$ cat src/rtl/cpu_peripheral_bridge.sv
// Decodes synchronised CPU requests onto NUM_PERIPHERALS strobe/ack regions. Strobe comes one cycle after valid.
// Ready is a level held until valid drops. A timeout completes any access that is never acked. No backpressure beyond holding ready.
module cpu_peripheral_bridge #(
  parameter int          NUM_PERIPHERALS = 4,
  parameter int          TIMEOUT_CYCLES  = 255,
  parameter logic [31:0] ERROR_READ_DATA = 32'h0000_0000
) (
  input  logic                          clk_2x,
  input  logic                          reset_n,
  input  logic                          cpu_mem_valid_2x,
  input  logic [23:0]                   cpu_address_2x,
  input  logic [3:0]                    cpu_wstrb_2x,
  input  logic [31:0]                   cpu_write_data_2x,
  output logic                          cpu_mem_ready,
  output logic [31:0]                   cpu_read_data,
  output logic [NUM_PERIPHERALS-1:0]    periph_select,
  output logic                          periph_read_en,
  output logic [3:0]                    periph_write_en,
  output logic [19:0]                   periph_address,
  output logic [31:0]                   periph_write_data,
  input  logic [32*NUM_PERIPHERALS-1:0] periph_read_data,
  input  logic [NUM_PERIPHERALS-1:0]    periph_ack,
  output logic                          bus_error,
  input  logic                          bus_error_clear
);

  typedef enum logic [1:0] {
    S_IDLE   = 2'd0,
    S_ACCESS = 2'd1,
    S_DONE   = 2'd2
  } state_t;

  localparam logic [4:0] NP      = 5'(NUM_PERIPHERALS);
  localparam logic [7:0] TO_LAST = 8'(TIMEOUT_CYCLES - 1);

  state_t                     r_state;
  logic [NUM_PERIPHERALS-1:0] r_sel;
  logic                       r_rd_en;
  logic [3:0]                 r_wr_en;
  logic [19:0]                r_addr;
  logic [31:0]                r_wdata;
  logic [31:0]                r_rdata;
  logic                       r_ready;
  logic                       r_err;
  logic [7:0]                 r_cnt;

  logic [3:0]                 w_region;
  logic                       w_mapped;
  logic [NUM_PERIPHERALS-1:0] w_sel_dec;
  logic                       w_ack;
  logic [31:0]                w_rdata;

  assign w_region = cpu_address_2x[23:20];
  assign w_mapped = ({1'b0, w_region} < NP);

  // Only the latched select qualifies acks and read data, so stray acks are masked.
  assign w_ack = |(periph_ack & r_sel);

  always_comb begin
    w_sel_dec = '0;
    w_rdata   = '0;
    for (int i = 0; i < NUM_PERIPHERALS; i++) begin
      w_sel_dec[i] = (w_region == 4'(i));
      if (r_sel[i]) w_rdata = w_rdata | periph_read_data[32*i +: 32];
    end
  end

  always_ff @(posedge clk_2x or negedge reset_n) begin
    if (!reset_n) begin
      r_state <= S_IDLE;
      r_sel   <= '0;
      r_rd_en <= 1'b0;
      r_wr_en <= 4'b0;
      r_addr  <= '0;
      r_wdata <= '0;
      r_rdata <= '0;
      r_ready <= 1'b0;
      r_err   <= 1'b0;
      r_cnt   <= '0;
    end else begin
      r_rd_en <= 1'b0;
      r_wr_en <= 4'b0;
      // A set later in this block overrides the clear in the same cycle.
      if (bus_error_clear) r_err <= 1'b0;
      case (r_state)
        S_IDLE: begin
          if (cpu_mem_valid_2x) begin
            if (w_mapped) begin
              r_state <= S_ACCESS;
              r_sel   <= w_sel_dec;
              r_addr  <= cpu_address_2x[19:0];
              r_wdata <= cpu_write_data_2x;
              r_cnt   <= '0;
              r_rd_en <= (cpu_wstrb_2x == 4'b0);
              r_wr_en <= cpu_wstrb_2x;
            end else begin
              r_state <= S_DONE;
              r_rdata <= ERROR_READ_DATA;
              r_ready <= 1'b1;
              r_err   <= 1'b1;
            end
          end
        end
        S_ACCESS: begin
          if (!cpu_mem_valid_2x) begin
            r_state <= S_IDLE;
            r_sel   <= '0;
          end else if (w_ack) begin
            r_state <= S_DONE;
            r_rdata <= w_rdata;
            r_sel   <= '0;
            r_ready <= 1'b1;
          end else if (r_cnt == TO_LAST) begin
            r_state <= S_DONE;
            r_rdata <= ERROR_READ_DATA;
            r_sel   <= '0;
            r_ready <= 1'b1;
            r_err   <= 1'b1;
          end else if (r_cnt != 8'hFF) begin
            r_cnt <= r_cnt + 8'd1;
          end
        end
        S_DONE: begin
          // Holding here until valid drops keeps one ready edge per request.
          if (!cpu_mem_valid_2x) begin
            r_state <= S_IDLE;
            r_ready <= 1'b0;
          end
        end
        default: r_state <= S_IDLE;
      endcase
    end
  end

  assign cpu_mem_ready     = r_ready;
  assign cpu_read_data     = r_rdata;
  assign periph_select     = r_sel;
  assign periph_read_en    = r_rd_en;
  assign periph_write_en   = r_wr_en;
  assign periph_address    = r_addr;
  assign periph_write_data = r_wdata;
  assign bus_error         = r_err;

endmodule

$ cat config.mk
export PLATFORM = sky130hd
export DESIGN_NAME = cpu_peripheral_bridge
export DESIGN_NICKNAME = d
export VERILOG_FILES = /design/src/rtl/cpu_peripheral_bridge.sv
export SDC_FILE = /design/constraint.sdc
export NUM_CORES = 1
export LEC_CHECK = 0
export CORE_MARGIN = 5
export CORE_UTILIZATION = 42
export DETAILED_ROUTE_END_ITERATION = 12
export PLACE_DENSITY = 0.86
export SLEW_MARGIN = 20
export SYNTH_ARGS = -nofsm -noshare
export SYNTH_HDL_FRONTEND = slang
export SYNTH_SLANG_ARGS = --single-unit
$ cat constraint.sdc
create_clock -name clk_2x -period 3.5 [get_ports clk_2x]
set_input_delay 0.7 -clock clk_2x [delete_from_list [all_inputs] [get_ports clk_2x]]
set_output_delay 0.7 -clock clk_2x [all_outputs]
set_load 0.03 [all_outputs]
==> run metrics, run 1 <==
status=complete, no violations; Final Net Count=998; Routed WL=18900 µm; cell family with most CP delay=buffers and inverters; register-to-register path setup slack=1.08 ns; routing usage on met1=27.9%; VDD IR max=0.444 mV; Synth Area per Inst=9.86 µm²; Worst-Margin Slew=0.960 ns; Final Hold Fails=0; core area=0.0120 mm²; Buffers & Inverters on Critical Path=2; Post-Syn Nets=722; GRT busiest layer=met2; Post-Synthesis Cells=524; Clock Path Buffers=2; largest net degree at the start of global routing=77; initial antenna violation count=2; Final ANT Viol Nets=0; Startpoint Class=flop; Critical Path Max Stage Delay=0.73 ns; CTS H-tree lvls=3; proportion of layout cells with a drive suffix above 1=9.07%; Syn. warnings=0; most common cell after layout, fill and taps aside=clkdlybuf4s50_1; TritonCTS clock tree=yes; Hold Crit Endpoint=periph_address[14]; critical path start-end classification=flop to primary output; RSZ-0062 raised after global routing=false; Netlist cell types=44; Clk pin slew, worst setup/hold paths=0.07 ns; Slew HR=36.0%; DR DRC count=0; class of the worst hold path=flop to flop; r2r startpoint=periph_select[1]; PnR Total Power=4590 µW; Post-Syn Area=0.00516 mm²; Vias=5131; Die X=121 µm; crit path DAT=2.05 ns; setup TNS=0 ns; Iteration-0 DRC Markers=349; DIE HEIGHT=121 µm; utilization after layout=70.4%; Clock Sinks=105; Final Cycle Share=78.7%; row cnt=40; Worst R2R End=cpu_read_data[2]; M3 GR Usage=9.37%; P_leak=0.00368 µW; WL/cell=19.8 µm; GP Congestion=0.908; Critical Path End Type=primary output; CTS Root Cell=clkbuf_16; Critical Path Slowest Stage Cell=clkdlybuf4s50_1; Period minus WS final=2.75 ns; via/cell ratio=5.38; Die Area=0.0146 mm²; Worst Reg-to-Reg Cells=5; Max Cap Viol=0; most frequent cells in the layout=289 x clkdlybuf4s50_1, 172 x nand2_1, 105 x dfrtp_1; cts bufs inserted=9; Hold Path Depth=2; # port buffers=290; fill count=871; sequential element share of the synthesized area=50.9%; critical path fanouts, max=25; # IOs=291; Pre-Repair DR Iteration Count=5; Clock Latency Late Sink=0.34 ns; total track usage=25.2%; cts repair resizes=0; #FFs+latches synth=105; global-route wire length before repair=28900 µm; Post-DP HPWL=14700 µm; met2 usage=43.1%; Cell Pwr Density=542 mW/mm²; Final setup viols=0; vias in the first global route=5465; Critical Path RT=2.80 ns; max frequency=363 MHz; area delta synth->final=63.7%; Post-CTS Setup Repair Bufs=0; starting density of the core=43.0%; hold_buf cts=0; crit path cell chain=buf_4, clkdlybuf4s50_1; clock skew=0.00856 ns; hold path start=periph_address[14]; GRT overflow=0; Pins Over Slew Limit=0
[flip-flops by register name (all words and copies together) (netlist names)]
signal             flops
periph_write_data     32
periph_address        20
cpu_read_data         32
bus_error              1
r_cnt                  8
periph_select          4
cpu_mem_ready          1
periph_read_en         1
r_state                2
periph_write_en        4
[metal layers]
| layer | part of all wire, % | vias to the layer above |
|---|---|---|
| li1 | - | 2390 |
| met4 | 3.1 | 0 |
| met1 | 36 | 2419 |
| met2 | 50 | 283 |
| met3 | 11 | 39 |
| met5 | 0 | - |
[worst max path at each step]
stage / startpoint / to / slack, ns / cells past startpoint
2_1_floorplan: periph_select[0] / cpu_read_data[10] / 1.49 / 7
3_3_place_gp: cpu_address_2x[22] / cpu_read_data[3] / 0.71 / 6
5_1_grt: periph_select[0] / periph_select[0] / 0.67 / 2
6_report: periph_select[0] / periph_select[0] / 0.75 / 2
4_1_cts: periph_select[0] / periph_select[0] / 0.72 / 2
3_5_place_dp: cpu_address_2x[22] / cpu_read_data[2] / 0.61 / 6
[stage by stage]
stage	hold WS (ns)	instance area [µm²]	instances	setup slack [ns]
after floorplan	0.404	5160	524	1.49
after global routing	0.498	8460	954	0.675
after detailed placement	0.461	8150	936	0.614
after global placement	0.456	8150	936	0.707
final	0.476	8460	954	0.746
after CTS	0.480	8450	952	0.724
[synthesized netlist by cell type]
| cell | count | share of area (%) |
|---|---|---|
| nand2_1 | 173 | 13 |
| a41oi_1 | 1 | 0.17 |
| and3_2 | 1 | 0.15 |
| nand4_4 | 1 | 0.41 |
| o211ai_1 | 5 | 0.73 |
| mux2i_1 | 3 | 0.58 |
| and3_1 | 5 | 0.61 |
| clkbuf_1 | 18 | 1.3 |
| clkbuf_2 | 1 | 0.097 |
| a211o_1 | 1 | 0.17 |
| buf_4 | 2 | 0.29 |
| o21ai_0 | 4 | 0.39 |
| dfrtp_1 | 105 | 51 |
| nor2_2 | 1 | 0.12 |
| mux2_4 | 28 | 8.1 |
| a21o_1 | 1 | 0.15 |
| o22ai_1 | 3 | 0.36 |
| inv_1 | 7 | 0.51 |
| ha_1 | 2 | 0.48 |
| nand3_2 | 1 | 0.19 |
| a21oi_1 | 33 | 3.2 |
| o22a_2 | 1 | 0.19 |
| and4b_1 | 1 | 0.19 |
| and4_4 | 1 | 0.22 |
| or4_1 | 4 | 0.58 |
| nor3b_1 | 1 | 0.15 |
| buf_2 | 14 | 1.4 |
| nand3_1 | 6 | 0.58 |
| buf_12 | 3 | 1.2 |
| nand4_1 | 5 | 0.61 |
| mux2_2 | 4 | 0.87 |
| o21bai_1 | 1 | 0.15 |
| or3_1 | 2 | 0.24 |
| a31o_2 | 1 | 0.17 |
| o32ai_1 | 1 | 0.17 |
| o31ai_1 | 2 | 0.29 |
| a22oi_1 | 65 | 9.4 |
| nor2_1 | 5 | 0.36 |
| nor2b_1 | 1 | 0.12 |
| nor3_1 | 2 | 0.19 |
| nand2b_1 | 4 | 0.48 |
| a21oi_4 | 1 | 0.32 |
| a22oi_2 | 2 | 0.48 |
| o2111ai_1 | 1 | 0.17 |
[worst reg2reg max path, delay by kind of cell (launching register included)]
kind / cells / cell delay, ns
multiplexers: 1 / 0.37
flip-flops: 1 / 0.77
AND/OR/NAND/NOR: 1 / 0.30
AO/OA/AOI/OAI: 2 / 0.58
buffers and inverters: 1 / 0.29
[report_power, final]
group / internal, µW / switching, µW / leakage (µW)
clock network: 562 / 466 / 0.000146
logic: 836 / 1050 / 0.00216
registers: 1460 / 213 / 0.00137
total: 2860 / 1730 / 0.00368
[area by class of cell]
type                            instances  area, µm²  share of cell area (%)
Antenna cell                            2       5.00                  0.0592
Clock inverter                          7       77.6                   0.917
Inverter                                7       26.3                   0.311
Tap cell                              147        184                    2.17
Multi-Input combinational cell        374       2300                    27.2
Clock buffer                            9        225                    2.66
Sequential cell                       105       2630                    31.1
Timing Repair Buffer                  303       3010                    35.6
[cells by family after synthesis]
kind of cell | Yosys count | synth area share [%]
simple gates | 214 | 17.8
mux | 35 | 9.59
flops | 105 | 50.9
buf+inv | 45 | 4.72
compound gates | 123 | 16.5
fa+ha+maj | 2 | 0.484
Power figures use the tool's default switching activity.
==> inputs of run 2 (changes only) <==
- CORE_UTILIZATION: 42 -> 35
- PLACE_DENSITY: 0.86 -> 0.76
- clock period: 3.5 -> 2.25 ns (I/O delays scaled with it)
==> run 2 against run 1 <==
Effect of this change:
- first-iteration DRC count fell by 36%
- clock skew barely moved
- sequential share of layout area fell by 0.58 points
- via count fell by 2.8%
- combinational power increased by 59%
- critical path depth decreased by 1
- global-route usage decreased by 5.1 points
- flip-flop and latch count unchanged
- core utilization down 11 points
==> run metrics, run 2 (synthesized netlist as in run 1, its figures left out) <==
status=complete, no violations; via/cell ratio=4.98; most frequent cells in the layout=285 x clkdlybuf4s50_1, 172 x nand2_1, 105 x dfrtp_1; Worst R2R End=cpu_read_data[1]; Worst-Margin Slew=0.511 ns; DR DRC count=0; hold_buf cts=0; Routed WL=18100 µm; Vias=4989; starting density of the core=35.7%; row cnt=44; RSZ-0062 raised after global routing=false; Comb power frac=42.3%; DP Worst Slack=0.0457 ns; NetSw=2670 µW; Final Hold Fails=0; Iteration-0 DRC Markers=223; clock skew=0.00826 ns; area delta synth->final=66.8%; Die X=131 µm; Final Net Count=1009; internal power=4410 µW; WL/cell=18.1 µm; TritonCTS clock tree=yes; # IOs=291; register-to-register path setup slack=0.38 ns; Clock power frac=22.0%; initial antenna violation count=1; Critical Path End Type=primary output; Critical Path Slowest Stage Cell=clkdlybuf4s50_1; vias in the first global route=5085; setup TNS=0 ns; Final setup viols=0; cell family with most CP delay=buffers and inverters; GP Congestion=0.830; class of the worst hold path=input pin to async pin; total track usage=20.1%; Cell Pwr Density=822 mW/mm²; proportion of layout cells with a drive suffix above 1=10.8%; max frequency=531 MHz; fill count=1246; final worst setup slack=0.368 ns; Clk pin slew, worst setup/hold paths=0.08 ns; Sequential Power Share=35.6%; Pre-Repair DR Iteration Count=5; # port buffers=290; Clock Latency Late Sink=0.35 ns; CTS H-tree lvls=3; cts repair resizes=0; Pins Over Slew Limit=0; crit path cell chain=clkdlybuf4s50_1; Slew HR=65.6%; GRT overflow=0; Startpoint Class=flop; DIE HEIGHT=131 µm; Buffers & Inverters on Critical Path=1; critical path fanouts, max=2; Post-CTS Setup Repair Bufs=0; Worst Reg-to-Reg Cells=5; cts bufs inserted=9; most common cell after layout, fill and taps aside=clkdlybuf4s50_1; Post-DP HPWL=13900 µm; CTS Root Cell=clkbuf_16; Clock Path Buffers=2; r2r startpoint=r_cnt[2]; Sw Ratio=37.7%; Die Area=0.0173 mm²; Clock Sinks=105; Critical Path RT=1.80 ns; P_leak=0.00376 µW; critical path start-end classification=flop to primary output; Final ANT Viol Nets=0; utilization after layout=59.5%; core area=0.0145 mm²; crit path DAT=1.43 ns; Max Cap Viol=0; VDD IR max=0.568 mV; Final Cycle Share=83.7%; global-route wire length before repair=28200 µm; Critical Path Max Stage Delay=0.74 ns; Period minus WS final=1.88 ns; largest net degree at the start of global routing=53
==> run 2: cell count changes in the layout (fill, tap and decap cells not counted) <==
cell / before / now
buf_12: 1 / 5
buf_4: 13 / 24
bufinv_16: 1 / 0
clkbuf_8: 0 / 1
clkdlybuf4s50_1: 289 / 285
clkinv_2: 1 / 0
clkinvlp_4: 1 / 0
diode_2: 2 / 1
inv_8: 0 / 2
==> run 2: power by group through the flow <==
stage                     logic, µW  clock network (µW)  registers [µW]
after floorplan                 911                   0            3230
after global routing           3220                1700            2580
after detailed placement       3010                   0            2550
after global placement         2990                   0            2540
after CTS                      3020                1620            2520
final                          3000                1560            2520
==> run 2: worst max path at each step <==
stage / from / end / slack (ns) / cells past startpoint
4_1_cts: periph_write_data[24] / periph_write_data[24] / 0.32 / 1
5_1_grt: periph_write_data[24] / periph_write_data[24] / 0.30 / 1
3_3_place_gp: periph_ack[2] / cpu_read_data[0] / 0.07 / 6
2_1_floorplan: periph_select[0] / cpu_read_data[10] / 0.24 / 7
6_report: periph_write_data[24] / periph_write_data[24] / 0.37 / 1
3_5_place_dp: periph_ack[2] / cpu_read_data[0] / 0.05 / 6
==> run 2: per-layer routing <==
metal	vias to the layer above	global-route usage, %	routed length [µm]
li1	2413	-	-
met1	2332	25.0	7570
met2	224	32.2	8390
met3	20	7.80	1800
met4	0	6.86	325
met5	-	0	0
==> run 2: layout make-up <==
type                            instances  area, µm²  area share [%]
Sequential cell                       105       2630            30.5
Inverter                                7       26.3           0.305
Clock inverter                          6       57.6           0.668
Multi-Input combinational cell        374       2300            26.7
Tap cell                              184        230            2.67
Timing Repair Buffer                  314       3130            36.4
Antenna cell                            1       2.50          0.0290
Clock buffer                           10        239            2.77
==> run 2: stage by stage <==
stage / total power [µW] / cells / hold slack [ns] / cell area [µm²]
2_1_floorplan: 4140 / 524 / 0.154 / 5160
3_3_place_gp: 5530 / 984 / 0.439 / 8320
3_5_place_dp: 5560 / 984 / 0.451 / 8320
4_1_cts: 7160 / 1000 / 0.0692 / 8610
5_1_grt: 7500 / 1001 / 0.0912 / 8620
6_report: 7080 / 1001 / 0.0559 / 8620
